**src/rtl/spi_reg_ctrl.sv**
```systemverilog
// Turns each SPI frame's word stream into register bus reads/writes with address auto-increment.
// Bus requests are issued the cycle after word_done; read data reaches word_tx the cycle after reg_ack.
// Requests issued while one is still outstanding are dropped and set the sticky ovr_err flag.
module spi_reg_ctrl #(
    parameter int                    DATA_WIDTH = 16,
    parameter int                    ADDR_WIDTH = 7,
    parameter logic [DATA_WIDTH-1:0] ERR_WORD   = 16'hFFFF
) (
    input  logic                  clk,
    input  logic                  rst,
    input  logic                  ss,
    input  logic                  word_done,
    input  logic [DATA_WIDTH-1:0] word_rx,
    output logic [DATA_WIDTH-1:0] word_tx,
    output logic                  reg_req,
    output logic                  reg_we,
    output logic [ADDR_WIDTH-1:0] reg_addr,
    output logic [DATA_WIDTH-1:0] reg_wdata,
    input  logic [DATA_WIDTH-1:0] reg_rdata,
    input  logic                  reg_ack,
    output logic                  busy,
    output logic                  ovr_err
);

    typedef enum logic [1:0] {IDLE, CMD, WR, RD} frame_state_t;
    typedef enum logic {BUS_IDLE, BUS_REQ} bus_state_t;

    localparam logic [ADDR_WIDTH-1:0] ADDR_ONE = 1;

    frame_state_t          frame_state, frame_next;
    bus_state_t            bus_state, bus_next;
    logic                  ss_m, ss_s, ss_d;
    logic                  frame_start;
    logic [ADDR_WIDTH-1:0] addr_ptr, addr_next, cmd_addr;
    logic                  issue, issue_we;
    logic [ADDR_WIDTH-1:0] issue_addr;
    logic [DATA_WIDTH-1:0] issue_wdata;
    logic                  ack_now, accept, overrun;

    assign frame_start = ss_d & ~ss_s;
    assign cmd_addr    = word_rx[ADDR_WIDTH-1:0];

    always_comb begin
        frame_next  = frame_state;
        addr_next   = addr_ptr;
        issue       = 1'b0;
        issue_we    = 1'b0;
        issue_addr  = addr_ptr;
        issue_wdata = word_rx;
        if (frame_state != IDLE && ss_s) begin
            frame_next = IDLE;
        end else begin
            case (frame_state)
                IDLE: if (frame_start) frame_next = CMD;
                CMD: if (word_done) begin
                    addr_next = cmd_addr;
                    if (word_rx[DATA_WIDTH-1]) begin
                        frame_next = RD;
                        issue      = 1'b1;
                        issue_addr = cmd_addr;
                        addr_next  = cmd_addr + ADDR_ONE;
                    end else begin
                        frame_next = WR;
                    end
                end
                WR: if (word_done) begin
                    issue     = 1'b1;
                    issue_we  = 1'b1;
                    addr_next = addr_ptr + ADDR_ONE;
                end
                RD: if (word_done) begin
                    issue     = 1'b1;
                    addr_next = addr_ptr + ADDR_ONE;
                end
                default: frame_next = IDLE;
            endcase
        end
    end

    // An ack in the same cycle frees the bus, so a coincident issue is accepted.
    always_comb begin
        ack_now  = (bus_state == BUS_REQ) && reg_ack;
        accept   = issue && ((bus_state == BUS_IDLE) || ack_now);
        overrun  = issue && !accept;
        bus_next = bus_state;
        if (accept)       bus_next = BUS_REQ;
        else if (ack_now) bus_next = BUS_IDLE;
    end

    always_ff @(posedge clk) begin
        if (rst) begin
            ss_m        <= 1'b1;
            ss_s        <= 1'b1;
            ss_d        <= 1'b1;
            frame_state <= IDLE;
            bus_state   <= BUS_IDLE;
            addr_ptr    <= '0;
            word_tx     <= '0;
            reg_req     <= 1'b0;
            reg_we      <= 1'b0;
            reg_addr    <= '0;
            reg_wdata   <= '0;
            ovr_err     <= 1'b0;
        end else begin
            ss_m        <= ss;
            ss_s        <= ss_m;
            ss_d        <= ss_s;
            frame_state <= frame_next;
            bus_state   <= bus_next;
            addr_ptr    <= addr_next;
            if (accept) begin
                reg_req   <= 1'b1;
                reg_we    <= issue_we;
                reg_addr  <= issue_addr;
                reg_wdata <= issue_wdata;
            end else if (ack_now) begin
                reg_req <= 1'b0;
            end
            if (overrun) ovr_err <= 1'b1;
            // The host sees ERR_WORD in the slot a dropped read would have filled.
            if (overrun && !issue_we)
                word_tx <= ERR_WORD;
            else if (ack_now && !reg_we)
                word_tx <= reg_rdata;
            else if (frame_state == IDLE && frame_start)
                word_tx <= '0;
        end
    end

    assign busy = (frame_state != IDLE) || (bus_state == BUS_REQ);

endmodule

```
**config.mk**
```make
export PLATFORM = sky130hd
export DESIGN_NAME = spi_reg_ctrl
export DESIGN_NICKNAME = d
export VERILOG_FILES = /design/src/rtl/spi_reg_ctrl.sv
export SDC_FILE = /design/constraint.sdc
export NUM_CORES = 1
export LEC_CHECK = 0
export CORE_ASPECT_RATIO = 1.4
export CORE_MARGIN = 5
export CORE_UTILIZATION = 40
export DETAILED_ROUTE_END_ITERATION = 8
export PLACE_DENSITY_LB_ADDON = 0.12
export SLEW_MARGIN = 10
export SYNTH_ARGS = -nofsm -noshare
export SYNTH_HDL_FRONTEND = slang
export SYNTH_SLANG_ARGS = --single-unit
export TNS_END_PERCENT = 10
```
**constraint.sdc**
```tcl
create_clock -name clk -period 1.7 [get_ports clk]
set_clock_uncertainty 0.15 [all_clocks]
set_input_delay 0.255 -clock clk [delete_from_list [all_inputs] [get_ports clk]]
set_output_delay 0.255 -clock clk [all_outputs]
set_load 0.01 [all_outputs]
```
; Yosys cells after proc, flatten, opt, wreduce, memory -nomap -nowiden
; Index checks and enable logic that the tools add are counted.
[classes]
multipliers = 0
shifts = 0
muxes = 24
eq_ne = 6
reduce_logical = 22
order_cmp = 0
div_mod_pow = 0
n_addsub = 2
bitwise = 4
[op_table]
columns = operator, count
row1 = 2-to-1 mux 7 bit, 7
row2 = 2-to-1 mux 16 bit, 3
row3 = adder 7 x 1 -> 7 bit (second input constant), 2
row4 = case mux 7 bit (2 select lines), 1
row5 = 2-to-1 mux 1 bit, 9
row6 = nonzero test 2 bit, 4
row7 = logical AND 1 bit, 7
row8 = equality test 2 bit (second input constant), 2
row9 = 2-to-1 mux 2 bit, 2
row10 = inequality test 2 bit (second input constant), 2
row11 = case mux 2 bit (2 select lines), 1
row12 = AND reduction 4 bit, 1
row13 = OR reduction 2 bit, 2
row14 = logical NOT 1 bit, 3
row15 = inverter 1 bit, 3
row16 = AND reduction 3 bit, 1
row17 = nonzero test 3 bit, 1
row18 = equality test 2 x 1 -> 1 bit (second input constant), 1
row19 = logical NOT 2 bit, 1
row20 = logical OR 1 bit, 2
row21 = inequality test 2 x 1 -> 1 bit (second input constant), 1
row22 = case mux 1 bit (2 select lines), 1
row23 = bitwise AND 1 bit, 1
[word_totals]
inputBits = 37
memories = 0
elab_cells = 69
latch_bits = 0
reg_bits = 54
rom_bits = 0
ramBits = 0

; Depth between registers and ports, before layout
; Gate-level depths: netlist of the first run.
[logic_depth]
depth_word = 9
ltp_mapped = 7
depth_no_buf = 5

; Worst setup path after synthesis of the first run
; OpenSTA, ideal clock, no wires.
[synth_path]
path_type = register to register
from = reg ss_s
to = reg reg_we
arrival_ns = 1.353
stages_incl_launch_ff = 8
path_buffers = 3
setup_time_ns = 0.128
path_slack_ns = 0.069
synth_period_minus_slack_ns = 1.631
cell_sequence = dfxtp_1 -> nand2b_1 -> buf_6 -> or3_1 -> buf_6 -> buf_8 -> a21oi_2 -> nor2_1
[synth_via]
elab_chain_len = 3
elab_cells_between_ends = 4
classes_between = 2 x mux / 2 x reduce/logical
[synth_rtl]
columns = element, line
row1 = "start, declared", 32  ; logic ss_m, ss_s, ss_d;
row2 = "start signal, assigned", 106  ; ss_s <= ss_m;
row3 = logical AND 1 bit (*), 50  ; if (frame_state != IDLE && ss_s) begin
row4 = 2-to-1 mux 1 bit, 50
row5 = logical AND 1 bit, 83  ; accept = issue && ((bus_state == BUS_IDLE) || ack_now);
row6 = "end signal, assigned", 113  ; reg_we <= issue_we;
row7 = "end, declared", 16  ; output logic reg_we,
; Mark *: on every way between the ends. The rest lies on a longest branch, timed or not.
; A chain may end at the register's enable or synchronous reset.

; Worst setup path after layout of the first run
[layout_path]
from = reg reg_wdata[2]
to = out reg_wdata[2]
[layout_lines]
columns = element, line
row1 = "start, declared", 18  ; output logic [DATA_WIDTH-1:0] reg_wdata,
row2 = "start signal, assigned", 115  ; reg_wdata <= issue_wdata;
; No word-level cell between the ends.

==> impl_metrics.env, run 1 <==
export IMPL_cp_arrival_ns=1.23
export IMPL_ir_drop_uv=499
export IMPL_synth_fp_nets=306
export IMPL_final_cells=442
export IMPL_ys_seq_elements=54
export IMPL_fin_setup_tns_ns=0
export IMPL_finalWeightedCongestion=0.889
export IMPL_grt_pass1_vias=2308
export IMPL_tightest_slew_ns=0.417
export IMPL_cts_sinks=54
export IMPL_place_inst=434
export IMPL_root_buffer="clkbuf_8"
export IMPL_synthMostInstantiatedCell="dfxtp_1"
export IMPL_synth_async_reset_ratio_pct=0
export IMPL_drc_errors=0
export IMPL_cp_cell_sequence="clkdlybuf4s50_1"
export IMPL_finalSetupViolCount=0
export IMPL_synth_avg_cell_area_sq_um=8.66
export IMPL_fin_crit_sh_pct=96.4
export IMPL_setup_ws_ns=0.0614
export IMPL_critPathLaunchType="flip-flop"
export IMPL_rsz0062_at_grt="yes"
export IMPL_numCtsBuffers=5
export IMPL_clkTransAtPathRegs_ns=0.10
export IMPL_dieHeight_um=100
export IMPL_area_growth_pct=53.2
export IMPL_ys_seq_area_share_pct=46.8
export IMPL_clk_path_buf_depth=2
export IMPL_worst_path_buf_inv=1
export IMPL_die_width_um=74.3
export IMPL_dr_pass1_iters=4
export IMPL_fin_hold_ws_ns=0.271
export IMPL_total_leakage_power_nw=1.30
export IMPL_antenna_cells=0
export IMPL_insertion_delay_ns=0.31
export IMPL_period_needed_ns=1.64
export IMPL_worstPathRequired_ns=1.29
export IMPL_post_cts_buffers=0
export IMPL_crit_fanout=2
export IMPL_max_freq_mhz=610
export IMPL_synth_top_area_share_pct=46.8
export IMPL_synth_commonest_cells="54 x dfxtp_1, 47 x nand2_1, 46 x a21oi_1"
export IMPL_die_area_sq_um=7420
export IMPL_synth_area_top_cells="dfxtp_1 47%, a21oi_1 10%, nand2_1 7.6%, a22oi_1 5.2%, mux2i_1 4.3%"
export IMPL_synth_cell_types=35
export IMPL_ys_flop_type="dfxtp_1"
export IMPL_maxCapViolCount=0
export IMPL_grt_max_degree=31
export IMPL_ctsHtreeMaxLevel=2
export IMPL_final_hold_viol_count=0
export IMPL_antenna_found_initial=0
export IMPL_overflow=0
export IMPL_pre_cts_slack_ns=-0.269
export IMPL_start_util_pct=41.5
export IMPL_yosysWarnings=0
export IMPL_synth_top_area_cell="dfxtp_1"
export IMPL_wl_per_cell_um=14.8
export IMPL_tritoncts="built"
export IMPL_routed_via_density=5.25
export IMPL_cellPowerDensity_nw_per_um2=621
export IMPL_syn_inst=267
export IMPL_drv_slew=0
export IMPL_max_stage_delay_ns=0.55
export IMPL_critPathSlowestCell="clkdlybuf4s50_1"
export IMPL_outcome="finished, final reports clean"
export IMPL_hpwlAfterDp_um=4950
export IMPL_synth_edf_count=0
export IMPL_num_io_pins=80
export IMPL_wirelength_um=6550
export IMPL_max_slew_margin_pct=72.0
export IMPL_crit_path_end_kind="primary output"
export IMPL_layout_nets=412
export IMPL_synth_area_sq_um=2310
export IMPL_drt_initial_drc_count=143
export IMPL_globalRouteTotalUtil_pct=17.9
export IMPL_hold_class="reg2reg"
export IMPL_drtAntennaViolNets=0
export IMPL_drive_above_1_share_pct=15.2
export IMPL_cp_top_family="buffers and inverters"
export IMPL_io_buffers=79
export IMPL_path_class="reg2out"
export IMPL_grt_pass1_wl_um=10500
export IMPL_core_sq_um=5570
export IMPL_rows=32
export IMPL_vias=2319
## flip-flops by register name, summed over array words and instances (netlist names)
register and cells:
reg_wdata 16, ovr_err 1, frame_state 2, word_tx 16, addr_ptr 7, ss_m 1, ss_s 1, bus_state 1
reg_addr 7, ss_d 1, reg_we 1
## report_power, final
group / internal [mW] / switching (mW)
Combinational: 0.127 / 0.0851
Sequential: 1.27 / 0.00345
Clock: 0.290 / 0.425
Total: 1.69 / 0.514
## metrics by stage
step / util, % / power, mW / instance area [sq um]
after CTS: 63.5 / 2.23 / 3530
final: 63.7 / 2.20 / 3540
after detailed placement: 61.9 / 1.51 / 3440
after floorplan: - / 1.36 / 2310
after global routing: 63.7 / 2.30 / 3540
after global placement: 61.9 / 1.51 / 3440
## final timing paths
kind | startpoint | to | slack [ns] | depth (start not counted)
worst max-delay path | reg_wdata[2] | reg_wdata[2] | 0.06 | 1
worst min-delay path | ss_m | ss_s | 0.27 | 1
worst max register to register | frame_state[0] | addr_ptr[4] | 0.07 | 5
worst min register to register | ss_m | ss_s | 0.27 | 1
## repair_timing
item                       in CTS  in global routing
gates resized for setup         6                  4
hold buffers                    0                  0
hold endpoints to repair        0                  0
pin swaps                       0                  0
setup endpoints to repair       1                 11
## cells by family after synthesis
family | share of synthesized area [%]
simple gates | 18.9
compound gates | 21.3
flops | 46.8
buf+inv | 5.36
mux | 4.33
xor+xnor | 2.27
fa+ha+maj | 1.08
## cells in the final DEF (no fill, tap or decap), drive strengths merged, types with 2 or more instances in the layout
cell type      instances
a21oi                 47
a22oi                 16
a311o                  2
and2b                  2
and3                   3
and4                   2
buf                   41
clkbuf                 5
clkdlybuf4s50         76
clkinv                 2
dfxtp                 54
dlymetal6s2s           2
ha                     2
inv                    3
mux2i                 10
nand2                 47
nand3                  4
nand4                  4
nor2                  13
nor3                   4
nor4                   5
o21ai                 10
o221ai                 2
or2                    2
or3                    2
xor2                   6
## metal layers
layer / up-vias / global-route usage, % / part of all wire [%]
met3: 17 / 3.31 / 5.9
met1: 1072 / 20.1 / 40
met2: 76 / 31.4 / 51
met5: - / 0 / 0
li1: 1154 / - / -
met4: 0 / 9.18 / 3.2
## layout make-up
cell class                      instances  area, sq um
Inverter                                3         11.3
Timing Repair Buffer                  119         1150
Clock inverter                          3         21.3
Tap cell                               68         85.1
Clock buffer                            5         68.8
Sequential cell                        54         1080
Multi-Input combinational cell        190         1120
Fill cell                             507         2020
No activity file was read; power rests on OpenSTA's default activity.
==> run 2: changes to the inputs <==
--- a/config.mk
+++ b/config.mk
@@ -5,7 +5,7 @@
 export SDC_FILE = /design/constraint.sdc
 export NUM_CORES = 1
 export LEC_CHECK = 0
-export CORE_ASPECT_RATIO = 1.4
+export CORE_ASPECT_RATIO = 0.8
 export CORE_MARGIN = 5
 export CORE_UTILIZATION = 40
 export DETAILED_ROUTE_END_ITERATION = 8
==> impl_metrics.env, run 2 (same netlist as run 1, synthesis figures left out) <==
export IMPL_cp_arrival_ns=1.68
export IMPL_die_width_um=95.0
export IMPL_grt_max_degree=31
export IMPL_outcome="finished, final reports clean"
export IMPL_area_growth_pct=51.1
export IMPL_die_area_sq_um=7410
export IMPL_insertion_delay_ns=0.30
export IMPL_fin_setup_tns_ns=0
export IMPL_crit_fanout=17
export IMPL_dieHeight_um=78
export IMPL_tritoncts="built"
export IMPL_final_area_sq_um=3490
export IMPL_dr_pass1_iters=4
export IMPL_clkTransAtPathRegs_ns=0.10
export IMPL_place_inst=434
export IMPL_drtAntennaViolNets=0
export IMPL_ir_drop_uv=389
export IMPL_layout_nets=402
export IMPL_setup_ws_ns=0.0752
export IMPL_period_needed_ns=1.62
export IMPL_path_class="in2reg"
export IMPL_clk_path_buf_depth=2
export IMPL_start_util_pct=41.8
export IMPL_reg2reg_slack_ns=0.12
export IMPL_wl_per_cell_um=14.5
export IMPL_antenna_found_initial=0
export IMPL_cellPowerDensity_nw_per_um2=670
export IMPL_drv_slew=0
export IMPL_rows=24
export IMPL_tightest_slew_ns=0.430
export IMPL_final_cells=442
export IMPL_crit_path_end_kind="flip-flop"
export IMPL_layout_commonest_cell="clkdlybuf4s50_1"
export IMPL_wirelength_um=6410
export IMPL_cts_sinks=54
export IMPL_vias=2197
export IMPL_dpl_instance_area_sq_um=3370
export IMPL_io_buffers=79
export IMPL_drive_above_1_share_pct=13.2
export IMPL_total_leakage_power_nw=1.24
export IMPL_cts_hold_buf=0
export IMPL_grt_pass1_vias=2118
export IMPL_numCtsBuffers=5
export IMPL_max_freq_mhz=615
export IMPL_routed_via_density=4.97
export IMPL_final_hold_viol_count=0
export IMPL_antenna_cells=0
export IMPL_worstPathRequired_ns=1.75
export IMPL_p_total_mw=2.34
export IMPL_hold_class="in2reg"
export IMPL_drc_errors=0
export IMPL_max_slew_margin_pct=71.0
export IMPL_reg_largest_list="reg_wdata: 16 flops, word_tx: 16 flops"
export IMPL_finalWeightedCongestion=0.831
export IMPL_critPathLaunchType="input pin"
export IMPL_grt_pass1_wl_um=10600
export IMPL_core_sq_um=5530
export IMPL_drt_initial_drc_count=96
export IMPL_fin_crit_sh_pct=95.6
export IMPL_ctsHtreeMaxLevel=2
export IMPL_maxCapViolCount=0
export IMPL_overflow=0
export IMPL_rsz0062_at_grt="no"
export IMPL_layout_common_cells="76 x clkdlybuf4s50_1, 51 x dfxtp_1, 47 x nand2_1"
export IMPL_hpwlAfterDp_um=4710
export IMPL_pre_cts_slack_ns=-0.297
export IMPL_num_io_pins=80
export IMPL_finalSetupViolCount=0
export IMPL_root_buffer="clkbuf_8"
export IMPL_globalRouteTotalUtil_pct=17.9
==> run 2: per-layer routing <==
metal,share of wire (%),up-vias,global-route usage (%)
met1,48,986,25.8
met3,9.0,2,6.77
met5,0,-,0
met4,0.39,0,4.76
met2,43,72,24.9
li1,-,1137,-
==> run 2: path summary, 6_finish.rpt <==
kind,depth (start not counted),to,start
hold / removal,3,frame_state[1],word_done
hold reg to reg,1,ss_s,ss_m
setup / recovery,6,reg_we,reg_ack
setup reg to reg,4,addr_ptr[3],frame_state[0]
==> run 2: cell type report <==
class,count,area (sq um)
fillers,519,2030
multi-input cells,190,1120
flip-flops and latches,54,1080
repair buffers,109,1070
well taps,78,97.6
clock buffers,6,72.6
clock inverters,2,37.5
inverters,3,11.3
==> run 2: critical path, cell delays in order <==
cell and delay (ns):
clkdlybuf4s50_1 0.47, and2b_1 0.22, or3_1 0.32, buf_4 0.21, a21oi_2 0.15, nor2_1 0.04
==> run 2: what timing repair did <==
item,in CTS,in global routing
setup buffers,0,0
pin swaps,0,0
setup endpoints to repair,1,18
gates resized for setup,3,7
==> run 2: report_power, final <==
part	internal (mW)	switching, mW	total (mW)
sequential	1.27	0.00336	1.27
clock	0.440	0.426	0.866
combinational	0.121	0.0816	0.203
total	1.83	0.511	2.34
==> run 2: metrics by stage <==
stage	utilization (%)	hold WS, ns
final	63.2	0.156
after global routing	63.2	0.178
after CTS	63.0	0.269
after detailed placement	61.0	0.245
after global placement	61.0	0.244
after floorplan	-	0.209
